### config.mk
export PLATFORM = sky130hd
export DESIGN_NAME = decode_regfile_stage
export DESIGN_NICKNAME = d
export VERILOG_FILES = /design/src/rtl/mips_pkg.sv /design/src/rtl/decode_regfile_stage_reg_file.sv /design/src/rtl/decode_regfile_stage.sv
export SDC_FILE = /design/constraint.sdc
export NUM_CORES = 2
export LEC_CHECK = 0
export ABC_AREA = 1
export BUFFER_PORTS_ARGS = -buffer_cell sky130_fd_sc_hd__buf_2
export CORE_UTILIZATION = 54
export CTS_BUF_LIST = sky130_fd_sc_hd__clkbuf_4 sky130_fd_sc_hd__clkbuf_8
export CTS_CLUSTER_DIAMETER = 60
export DETAILED_ROUTE_END_ITERATION = 6
export PLACE_DENSITY = 0.74
export SYNTH_ARGS = -nofsm -noshare
export SYNTH_HDL_FRONTEND = slang
export SYNTH_SLANG_ARGS = --single-unit
### constraint.sdc
create_clock -name CLK -period 2.23 [get_ports CLK]
set_input_delay 0.1115 -clock CLK [delete_from_list [all_inputs] [get_ports CLK]]
set_output_delay 0.1115 -clock CLK [all_outputs]
set_load 0.1 [all_outputs]
### src/rtl/mips_pkg.sv
// mips_pkg: shared definitions for the MIPS-style decode pipeline.
//   - opcode_e   : supported R-type op field encodings
//   - alu_ctrl_e : ALU control codes driven into the execute stage
//   - *_MSB/*_LSB: instruction field bit positions
//   - decode_op  : op field -> ALU control (ALU_BAD for unsupported ops)
package mips_pkg;

  localparam int unsigned OP_MSB    = 31;
  localparam int unsigned OP_LSB    = 26;
  localparam int unsigned RS_MSB    = 25;
  localparam int unsigned RS_LSB    = 21;
  localparam int unsigned RT_MSB    = 20;
  localparam int unsigned RT_LSB    = 16;
  localparam int unsigned RD_MSB    = 15;
  localparam int unsigned RD_LSB    = 11;
  localparam int unsigned SHAMT_MSB = 10;
  localparam int unsigned SHAMT_LSB = 6;
  localparam int unsigned FUNCT_MSB = 5;
  localparam int unsigned FUNCT_LSB = 0;

  typedef enum logic [5:0] {
    OP_AND = 6'b000000,
    OP_OR  = 6'b000001,
    OP_ADD = 6'b000010,
    OP_SUB = 6'b000110,
    OP_SLT = 6'b000111,
    OP_NOR = 6'b001100
  } opcode_e;

  typedef enum logic [3:0] {
    ALU_AND = 4'b0000,
    ALU_OR  = 4'b0001,
    ALU_ADD = 4'b0010,
    ALU_SUB = 4'b0110,
    ALU_SLT = 4'b0111,
    ALU_NOR = 4'b1100,
    ALU_BAD = 4'hF
  } alu_ctrl_e;

  function automatic alu_ctrl_e decode_op(input logic [5:0] op);
    alu_ctrl_e ctrl;
    case (op)
      OP_AND:  ctrl = ALU_AND;
      OP_OR:   ctrl = ALU_OR;
      OP_ADD:  ctrl = ALU_ADD;
      OP_SUB:  ctrl = ALU_SUB;
      OP_SLT:  ctrl = ALU_SLT;
      OP_NOR:  ctrl = ALU_NOR;
      default: ctrl = ALU_BAD;
    endcase
    return ctrl;
  endfunction

endpackage

### src/rtl/decode_regfile_stage_reg_file.sv
// reg_file: NREGS x DATA_W register file.
//   CLK, RESET   : clock, synchronous active-high clear of every register
//   rs_addr/rs_data, rt_addr/rt_data : asynchronous read ports
//   wb_en, wb_addr, wb_data          : synchronous write port
// Register 0 always reads zero and ignores writes.
module reg_file #(
  parameter int unsigned DATA_W = 32,
  parameter int unsigned NREGS  = 32
) (
  input  logic                     CLK,
  input  logic                     RESET,
  input  logic [$clog2(NREGS)-1:0] rs_addr,
  output logic [DATA_W-1:0]        rs_data,
  input  logic [$clog2(NREGS)-1:0] rt_addr,
  output logic [DATA_W-1:0]        rt_data,
  input  logic                     wb_en,
  input  logic [$clog2(NREGS)-1:0] wb_addr,
  input  logic [DATA_W-1:0]        wb_data
);

  logic [DATA_W-1:0] regs [NREGS];

  always_ff @(posedge CLK) begin
    if (RESET) begin
      for (int unsigned i = 0; i < NREGS; i++) begin
        regs[i] <= '0;
      end
    end else if (wb_en && (wb_addr != '0)) begin
      regs[wb_addr] <= wb_data;
    end
  end

  always_comb begin
    rs_data = (rs_addr == '0) ? '0 : regs[rs_addr];
    rt_data = (rt_addr == '0) ? '0 : regs[rt_addr];
  end

endmodule

### src/rtl/decode_regfile_stage.sv
// decode_regfile_stage: ID / register-read stage feeding the ALU.
//   CLK, RESET              : clock, synchronous active-high reset
//   INSTRUCTION, PC_out     : R-type word and its PC from instruction memory
//   in_valid / in_ready     : upstream handshake
//   wb_en, wb_addr, wb_data : register-file write-back port
//   out_valid / out_ready   : downstream (ALU) handshake
//   alu_ctrl, rs_data, rt_data, rd_addr, shamt, pc_id, illegal : ID/EX register
module decode_regfile_stage
  import mips_pkg::*;
#(
  parameter int unsigned DATA_W = 32,
  parameter int unsigned NREGS  = 32
) (
  input  logic                     CLK,
  input  logic                     RESET,
  input  logic [31:0]              INSTRUCTION,
  input  logic [31:0]              PC_out,
  input  logic                     in_valid,
  output logic                     in_ready,
  input  logic                     wb_en,
  input  logic [$clog2(NREGS)-1:0] wb_addr,
  input  logic [DATA_W-1:0]        wb_data,
  output logic                     out_valid,
  input  logic                     out_ready,
  output logic [3:0]               alu_ctrl,
  output logic [DATA_W-1:0]        rs_data,
  output logic [DATA_W-1:0]        rt_data,
  output logic [4:0]               rd_addr,
  output logic [4:0]               shamt,
  output logic [31:0]              pc_id,
  output logic                     illegal
);

  localparam int unsigned AW = $clog2(NREGS);

  logic [AW-1:0]     rs_idx, rt_idx;
  logic [AW-1:0]     held_rs, held_rt;
  logic [DATA_W-1:0] rf_rs, rf_rt;
  logic [DATA_W-1:0] rs_fwd, rt_fwd;
  logic              wb_live;
  logic              capture;
  alu_ctrl_e         dec_ctrl;
  logic              unused_funct;

  assign unused_funct = ^INSTRUCTION[FUNCT_MSB:FUNCT_LSB];

  assign rs_idx = INSTRUCTION[RS_MSB:RS_LSB];
  assign rt_idx = INSTRUCTION[RT_MSB:RT_LSB];

  reg_file #(
    .DATA_W (DATA_W),
    .NREGS  (NREGS)
  ) u_reg_file (
    .CLK     (CLK),
    .RESET   (RESET),
    .rs_addr (rs_idx),
    .rs_data (rf_rs),
    .rt_addr (rt_idx),
    .rt_data (rf_rt),
    .wb_en   (wb_en),
    .wb_addr (wb_addr),
    .wb_data (wb_data)
  );

  always_comb begin
    in_ready = !RESET && (!out_valid || out_ready);
    capture  = in_valid && in_ready;
    wb_live  = wb_en && (wb_addr != '0);
    dec_ctrl = decode_op(INSTRUCTION[OP_MSB:OP_LSB]);
    // Write-first bypass: a same-cycle write-back wins over the stale array value.
    rs_fwd   = (wb_live && (wb_addr == rs_idx)) ? wb_data : rf_rs;
    rt_fwd   = (wb_live && (wb_addr == rt_idx)) ? wb_data : rf_rt;
  end

  always_ff @(posedge CLK) begin
    if (RESET) begin
      out_valid <= 1'b0;
      alu_ctrl  <= '0;
      rs_data   <= '0;
      rt_data   <= '0;
      rd_addr   <= '0;
      shamt     <= '0;
      pc_id     <= '0;
      illegal   <= 1'b0;
      held_rs   <= '0;
      held_rt   <= '0;
    end else if (capture) begin
      out_valid <= 1'b1;
      alu_ctrl  <= dec_ctrl;
      rs_data   <= rs_fwd;
      rt_data   <= rt_fwd;
      rd_addr   <= INSTRUCTION[RD_MSB:RD_LSB];
      shamt     <= INSTRUCTION[SHAMT_MSB:SHAMT_LSB];
      pc_id     <= PC_out;
      illegal   <= (dec_ctrl == ALU_BAD);
      held_rs   <= rs_idx;
      held_rt   <= rt_idx;
    end else if (out_ready) begin
      out_valid <= 1'b0;
    end else if (out_valid) begin
      // A stalled entry tracks write-backs so it never presents a stale operand.
      if (wb_live && (wb_addr == held_rs)) rs_data <= wb_data;
      if (wb_live && (wb_addr == held_rt)) rt_data <= wb_data;
    end
  end

endmodule

### After elaboration in Yosys (flattened, before gate mapping)

Memory sizes are Yosys's and may differ from the RTL's.
Cells that the tools add are included.

| storage, ports and cells | value |
|---|---|
| memory bits (writable) | 1024 |
| latch bits | 0 |
| input bits | 106 |
| memory bits (read-only) | 0 |
| memories | 1 |
| output and inout bits | 113 |
| word-level logic and storage cells | 66 |
| flip-flop bits (word level) | 122 |

| cells by class | value |
|---|---|
| shift operators | 0 |
| add/subtract/negate cells | 0 |
| order comparisons | 0 |
| divide/modulo/power cells | 0 |
| bitwise operators | 0 |
| reductions and logical operators | 21 |
| $mul | 0 |
| equality and inequality tests | 11 |
| multiplexer cells | 23 |

Memory list:

| name | depth | bits a word | read ports | clocked after memory_dff | write ports | line | source |
|---|---|---|---|---|---|---|---|
| u_reg_file.regs | 32 | 32 | 2 | 0 | 32 | decode_regfile_stage_reg_file.sv:21 | `logic [DATA_W-1:0] regs [NREGS];` |

Operators by type and width:

| operator | number |
|---|---|
| 32-bit 2-to-1 mux | 13 |
| 32-bit OR reduction | 1 |
| 4-bit case mux with 6 select lines | 1 |
| 5-bit equality test | 4 |
| 6-bit by 3-bit equality test with 1-bit output, second input constant | 2 |
| 5-bit logical NOT | 2 |
| 1-bit 2-to-1 mux | 8 |
| 2-bit nonzero test | 4 |
| 1-bit logical AND | 7 |
| 6-bit by 1-bit equality test with 1-bit output, second input constant | 1 |
| 6-bit by 2-bit equality test with 1-bit output, second input constant | 1 |
| 6-bit by 4-bit equality test with 1-bit output, second input constant | 1 |
| 6-bit logical NOT | 1 |
| 3-bit AND reduction | 2 |
| 5-bit 2-to-1 mux | 1 |
| 5-bit nonzero test | 1 |
| 4-bit equality test, second input constant | 1 |
| 1-bit logical NOT | 2 |
| 2-bit by 1-bit != test with 1-bit output, second input constant | 1 |
| 1-bit logical OR | 1 |

### Longest topological paths before layout

| logic depth | value |
|---|---|
| depth in word-level cells | 7 |
| depth in mapped cells | 13 |
| gate-level depth less buffers | 11 |

### By module

A second synthesis with hierarchy kept.

| unflattened totals | value |
|---|---|
| cells, all modules | 8072 |
| area, all modules | 62199.7 um2 |

Modules (own cells, without submodules):

| module | times used | area an instance (um2) | sequential area each (um2) | cells an instance |
|---|---|---|---|---|
| reg_file | 1 | 56525.5 | 30749.5 | 7252 |
| decode_regfile_stage | 1 | 5674.2 | 2442.3 | 820 |

### Worst setup path before layout

Ideal clock, no wire load.

| timing path | value |
|---|---|
| path kind | register to register |
| from | register out_valid |
| to | register rt_data[10] |
| cell stages (with the launch flop) | 10 |
| data arrival time | 3.159 ns |
| period minus slack after synthesis | 3.230 ns |
| setup time | 0.071 ns |
| required time | 2.159 ns |
| setup slack | -1.000 ns |
| path buffers | 2 |
| path through | dfxtp_1 -> inv_1 -> nor2_1 -> nor2_1 -> nand2_1 -> buf_2 -> nand2_2 -> clkbuf_1 -> o21ai_0 -> a21oi_1 |

| between the ends | value |
|---|---|
| word-level cells in the longest chain between the ends | 6 |
| elaborated cells on any way between the ends | 9 |
| those cells by class | 1 x eq/ne; 1 x mux; 7 x reduce/logical |

RTL lines:

| what | line | source |
|---|---|---|
| start, declared | decode_regfile_stage.sv:23 | `output logic out_valid,` |
| start signal, assigned | decode_regfile_stage.sv:77 | `out_valid <= 1'b0;` |
| start signal, assigned | decode_regfile_stage.sv:88 | `out_valid <= 1'b1;` |
| start signal, assigned | decode_regfile_stage.sv:99 | `out_valid <= 1'b0;` |
| 1-bit logical NOT * | decode_regfile_stage.sv:66 | `in_ready = !RESET && (!out_valid \|\| out_ready);` |
| 1-bit logical OR * | decode_regfile_stage.sv:66 |  |
| 1-bit logical AND * | decode_regfile_stage.sv:66 |  |
| named net in_ready | decode_regfile_stage.sv:19 | `output logic in_ready,` |
| 1-bit logical AND * | decode_regfile_stage.sv:67 | `capture = in_valid && in_ready;` |
| 2-bit by 1-bit != test with 1-bit output (no source line) / 2-bit nonzero test (equally long branches) | n/a |  |
| 3-bit AND reduction (no source line) | n/a |  |
| end signal, assigned | decode_regfile_stage.sv:91 | `rt_data <= rt_fwd;` |
| end signal, assigned | decode_regfile_stage.sv:103 | `if (wb_live && (wb_addr == held_rt)) rt_data <= wb_data;` |
| end, declared | decode_regfile_stage.sv:27 | `output logic [DATA_W-1:0] rt_data,` |

The timed path passes the listed nets; every way through them passes the cells marked *.
A chain may end at the register's enable or synchronous reset.

### Final worst setup path

| timing path | value |
|---|---|
| from | register rt_data[15] |
| to | output port rt_data[15] |

No word-level cell between the ends.

==> out/summary.md <==
The run finished, with violations left. The final reports fail on design-rule violations. The H-tree was split into 4 levels. The power density over the cells is 734 nW/um^2. The signal on the critical path passes through buf_4.

Clock tree synthesis selected as its root buffer the cell sky130_fd_sc_hd__clkbuf_8. Port buffering added 212 buffers. The tools report the data required time of the critical path as 2.12 ns.

A synthesized cell averages 7.97 sq um. The count of buffer and inverter cells on the critical path is 1. Global routing consumed, on the met1 layer, 50.5% of the routing resources. The arrival time at the worst endpoint is 2.09 ns. The instance count along the most critical hold path works out to 6.

TritonCTS built the clock tree. Classification of the worst-slack hold path: in2reg. Across all setup checks in the final design, the least slack found is 0.0314 ns. The remaining global-route overflow came out at 0. Die area: 116000 sq um. TritonCTS created 190 clock buffers. For this run, the slowest stage of the critical path takes 0.76 ns. In the global route stage, met3 resource usage came out at 11.5%. The worst reg2reg path depth was 9.

Setup repair after global routing left no endpoint under its margin. The clock arrives with 0.0439 ns of skew. Summed over all layers, the routed wires come to 237000 microns. Entering global routing, the biggest net connects 125 pins. The sum of net half-perimeters after detailed placement was 137000 microns. The post-detailed-route wirelength per cell is 24.4 microns, and the worst hold slack after final layout is 0.0576 ns. Summing every instance area after synthesis gives 61900 sq um.

The area added between synthesis and finish works out to 16.2%. In this run, synthesis produced a sequential element count of 1146. The count of nets left with antenna violations once routing finished came out at 0. The highest-utilization routing layer at the global route stage is met2. Counting instances in the post-synthesis netlist gives the leading cell types as sky130_fd_sc_hd__nand2_1 (2275), sky130_fd_sc_hd__nor2_1 (1302), sky130_fd_sc_hd__edfxtp_1 (1024). The worst-case IR drop observed on VDD is 0.000595 V.

For the upper clock frequency limit, the log shows 455 MHz. Critical register-to-register path startpoint: out_valid$_SDFFE_PP0P_. The initial core utilization came out at 54.8%. The overall global routing resource usage came out at 40.2%. The number of gates on the worst path with buffers counted works out to 1. For this run, the number of Yosys warnings is 0. The tools report the number of library cell types mapped by synthesis as 31.

The period utilization was 98.6%; the clock latency at the later pin of the worst-skew pair was 0.92 ns. The number of enable flip-flop cells after synthesis was 1024. After floorplanning, the core was sized to cover 113000 sq um. Total vias in the final route: 59800. The tools report the count of filler cells inserted in the layout as 9125. Pin placement for this block handled 219 I/O pins.

The number of global-route vias before repair was 56700. The post-route netlist has 12.2% of its cells at a drive strength greater than 1. The leakage power figure was 30.6 nW; the share of the synthesized area in the top cell type was 49.7%.

The worst setup path is of the reg2out kind. For the number of iterations in the first detailed-routing pass, the log shows 7. STA classifies the critical path startpoint as a flip-flop. The run gives 52.7 mW as the post-layout total power.

The category of cells accounting for the largest share of critical-path delay is flip-flops. Weighted congestion at the end of routability-driven global placement: 0.968. The startpoint identified for the worst hold timing path is wb_addr[0]. After technology mapping, the gate count stands at 7762. By area the synthesized netlist is led by sky130_fd_sc_hd__edfxtp_1 (50%), sky130_fd_sc_hd__nand2_1 (14%), sky130_fd_sc_hd__nor2_1 (7.9%). The tools report the net count of the finished layout as 8158.

The primary flip-flop cell chosen by synthesis mapping is sky130_fd_sc_hd__edfxtp_1. The clock drives 1146 sinks. The clock period minus worst slack came out at 2.20 ns.

The first global-routing pass estimated 346000 microns of wire. Along the worst path, the maximum fanout reaches 2. The clock input transition at the sequential cells of the worst setup and hold paths is 0.06 ns. Once the clock tree was built, the setup fixing pass inserted 0 buffers. The sequential area share after synthesis was 53.7%; the via density per instance was 6.15. The most repeated cell in the gate-level netlist after synthesis is sky130_fd_sc_hd__nand2_1. In this run the vertical extent of the chip is 340 microns. Global-route met2 utilization: 59.9%. The run gives 0 as the number of setup violations in the final report.

The run gives 0 as the count of maximum capacitance violations. The library cell contributing the largest single delay on the critical path is sky130_fd_sc_hd__dfxtp_1. Measured along the x axis, the die boundary spans 340 microns. The most critical setup path has its startpoint at rt_data[15]$_SDFFE_PP0P_. The first routing iteration left 10600 violations. The pre-CTS worst setup slack is -0.0923 ns, and the final max-slew violation count is 0. The worst setup path is captured at a primary output.

The logs give 7 for the number of antenna violations at the first check in global routing and 123 for the number of placement rows. Of all flip-flops after synthesis, the portion carrying an async set or reset was 0%. The clock passes through at most 3 buffers.

The largest area contributor in the synthesized netlist is sky130_fd_sc_hd__edfxtp_1. The tools report the headroom to the max-slew limit as 44.0%. At the pin with the least slew margin, the transition time is 0.841 ns. For the number of hold violations in the final report, the log shows 0. After detailed routing, the number of remaining DRC violations is 3. Cells fill 63.6% of the core in the end.
[layout make-up]
| type | count | area, sq um | share of cell area, % |
|---|---|---|---|
| Sequential cell | 1146 | 33200 | 46.2 |
| Multi-Input combinational cell | 5533 | 24100 | 33.5 |
| Tap cell | 1500 | 1880 | 2.61 |
| Antenna cell | 3 | 7.51 | 0.0104 |
| Clock buffer | 292 | 3460 | 4.82 |
| Inverter | 455 | 1730 | 2.41 |
| Clock inverter | 64 | 380 | 0.529 |
| Timing Repair Buffer | 726 | 7100 | 9.88 |
[stage by stage]
stage	instance area, sq um	cells	TNS [ns]
2_1_floorplan	62000	7793	0
5_1_grt	71900	9718	0
4_1_cts	71900	9716	0
6_report	71900	9719	0
3_5_place_dp	66200	9178	-9.30
3_3_place_gp	66200	9178	-6.64
[logic make-up after synthesis]
family | count (synthesis) | synth area share [%]
buf+inv | 1114 | 7.84
flops | 1146 | 53.7
xor+xnor | 6 | 0.0849
compound gates | 963 | 8.75
other cells | 1 | 0.00606
simple gates | 4532 | 29.7
[sequential cells by signal, indices dropped and copies added, names as in the netlist]
name / cells
held_rs: 5
out_valid: 1
rt_data: 32
rd_addr: 5
rs_data: 32
shamt: 5
u_reg_file.regs: 1024
held_rt: 5
illegal: 1
alu_ctrl: 4
pc_id: 32
[path summary, 6_finish.rpt]
path	endpoint	slack (ns)
setup / recovery	rt_data[15]	0.03
hold / removal	u_reg_file.regs[7][11]$_SDFFCE_PN0P_	0.06
setup reg to reg	pc_id[18]$_SDFFE_PP0N_	0.17
hold reg to reg	pc_id[31]$_SDFFE_PP0N_	0.46
[report_power, final]
group	total, mW	switching (mW)	internal [mW]
Sequential	25.2	0.581	24.6
Clock	19.0	8.87	10.1
Combinational	8.58	6.20	2.38
[placed cells by master, fill, tap and decap left out, types with 3 or more instances in the layout]
| cell | count |
|---|---|
| sky130_fd_sc_hd__nor2_4 | 9 |
| sky130_fd_sc_hd__nand3_1 | 876 |
| sky130_fd_sc_hd__or2_2 | 33 |
| sky130_fd_sc_hd__buf_12 | 133 |
| sky130_fd_sc_hd__nor2_2 | 11 |
| sky130_fd_sc_hd__o21ai_1 | 3 |
| sky130_fd_sc_hd__clkinv_1 | 38 |
| sky130_fd_sc_hd__nand2_4 | 4 |
| sky130_fd_sc_hd__nor2_1 | 1299 |
| sky130_fd_sc_hd__nand4_1 | 5 |
| sky130_fd_sc_hd__inv_1 | 441 |
| sky130_fd_sc_hd__o211ai_1 | 235 |
| sky130_fd_sc_hd__diode_2 | 3 |
| sky130_fd_sc_hd__clkbuf_8 | 205 |
| sky130_fd_sc_hd__clkinvlp_4 | 5 |
| sky130_fd_sc_hd__nor3_1 | 9 |
| sky130_fd_sc_hd__dlygate4sd3_1 | 182 |
| sky130_fd_sc_hd__buf_4 | 201 |
| sky130_fd_sc_hd__nand2_2 | 64 |
| sky130_fd_sc_hd__conb_1 | 32 |
| sky130_fd_sc_hd__clkbuf_4 | 89 |
| sky130_fd_sc_hd__clkinv_2 | 17 |
| sky130_fd_sc_hd__nand2_1 | 2218 |
| sky130_fd_sc_hd__xor2_1 | 6 |
| sky130_fd_sc_hd__edfxtp_1 | 1024 |
| sky130_fd_sc_hd__dfxtp_1 | 121 |
| sky130_fd_sc_hd__o21ai_0 | 253 |
| sky130_fd_sc_hd__inv_2 | 6 |
| sky130_fd_sc_hd__inv_6 | 4 |
| sky130_fd_sc_hd__a21oi_1 | 471 |
| sky130_fd_sc_hd__buf_2 | 203 |
| sky130_fd_sc_hd__buf_6 | 3 |
| sky130_fd_sc_hd__inv_8 | 3 |
[what timing repair did]
item / CTS / global route
endpoints found under the setup margin: 1 / 10
pin swaps: 0 / 0
hold buffers: 182 / 1
gates resized for setup: 1 / 3
endpoints found under the hold margin: 1109 / 2
[routing by layer]
layer	part of all wire [%]	vias to the layer above	wire, microns
met5	0.022	-	52
met4	7.7	8	18200
met3	16	1126	37400
met2	43	5145	102000
met1	34	27400	79800
li1	-	26100	-
Note: power is estimated with default switching activity, not from simulation.
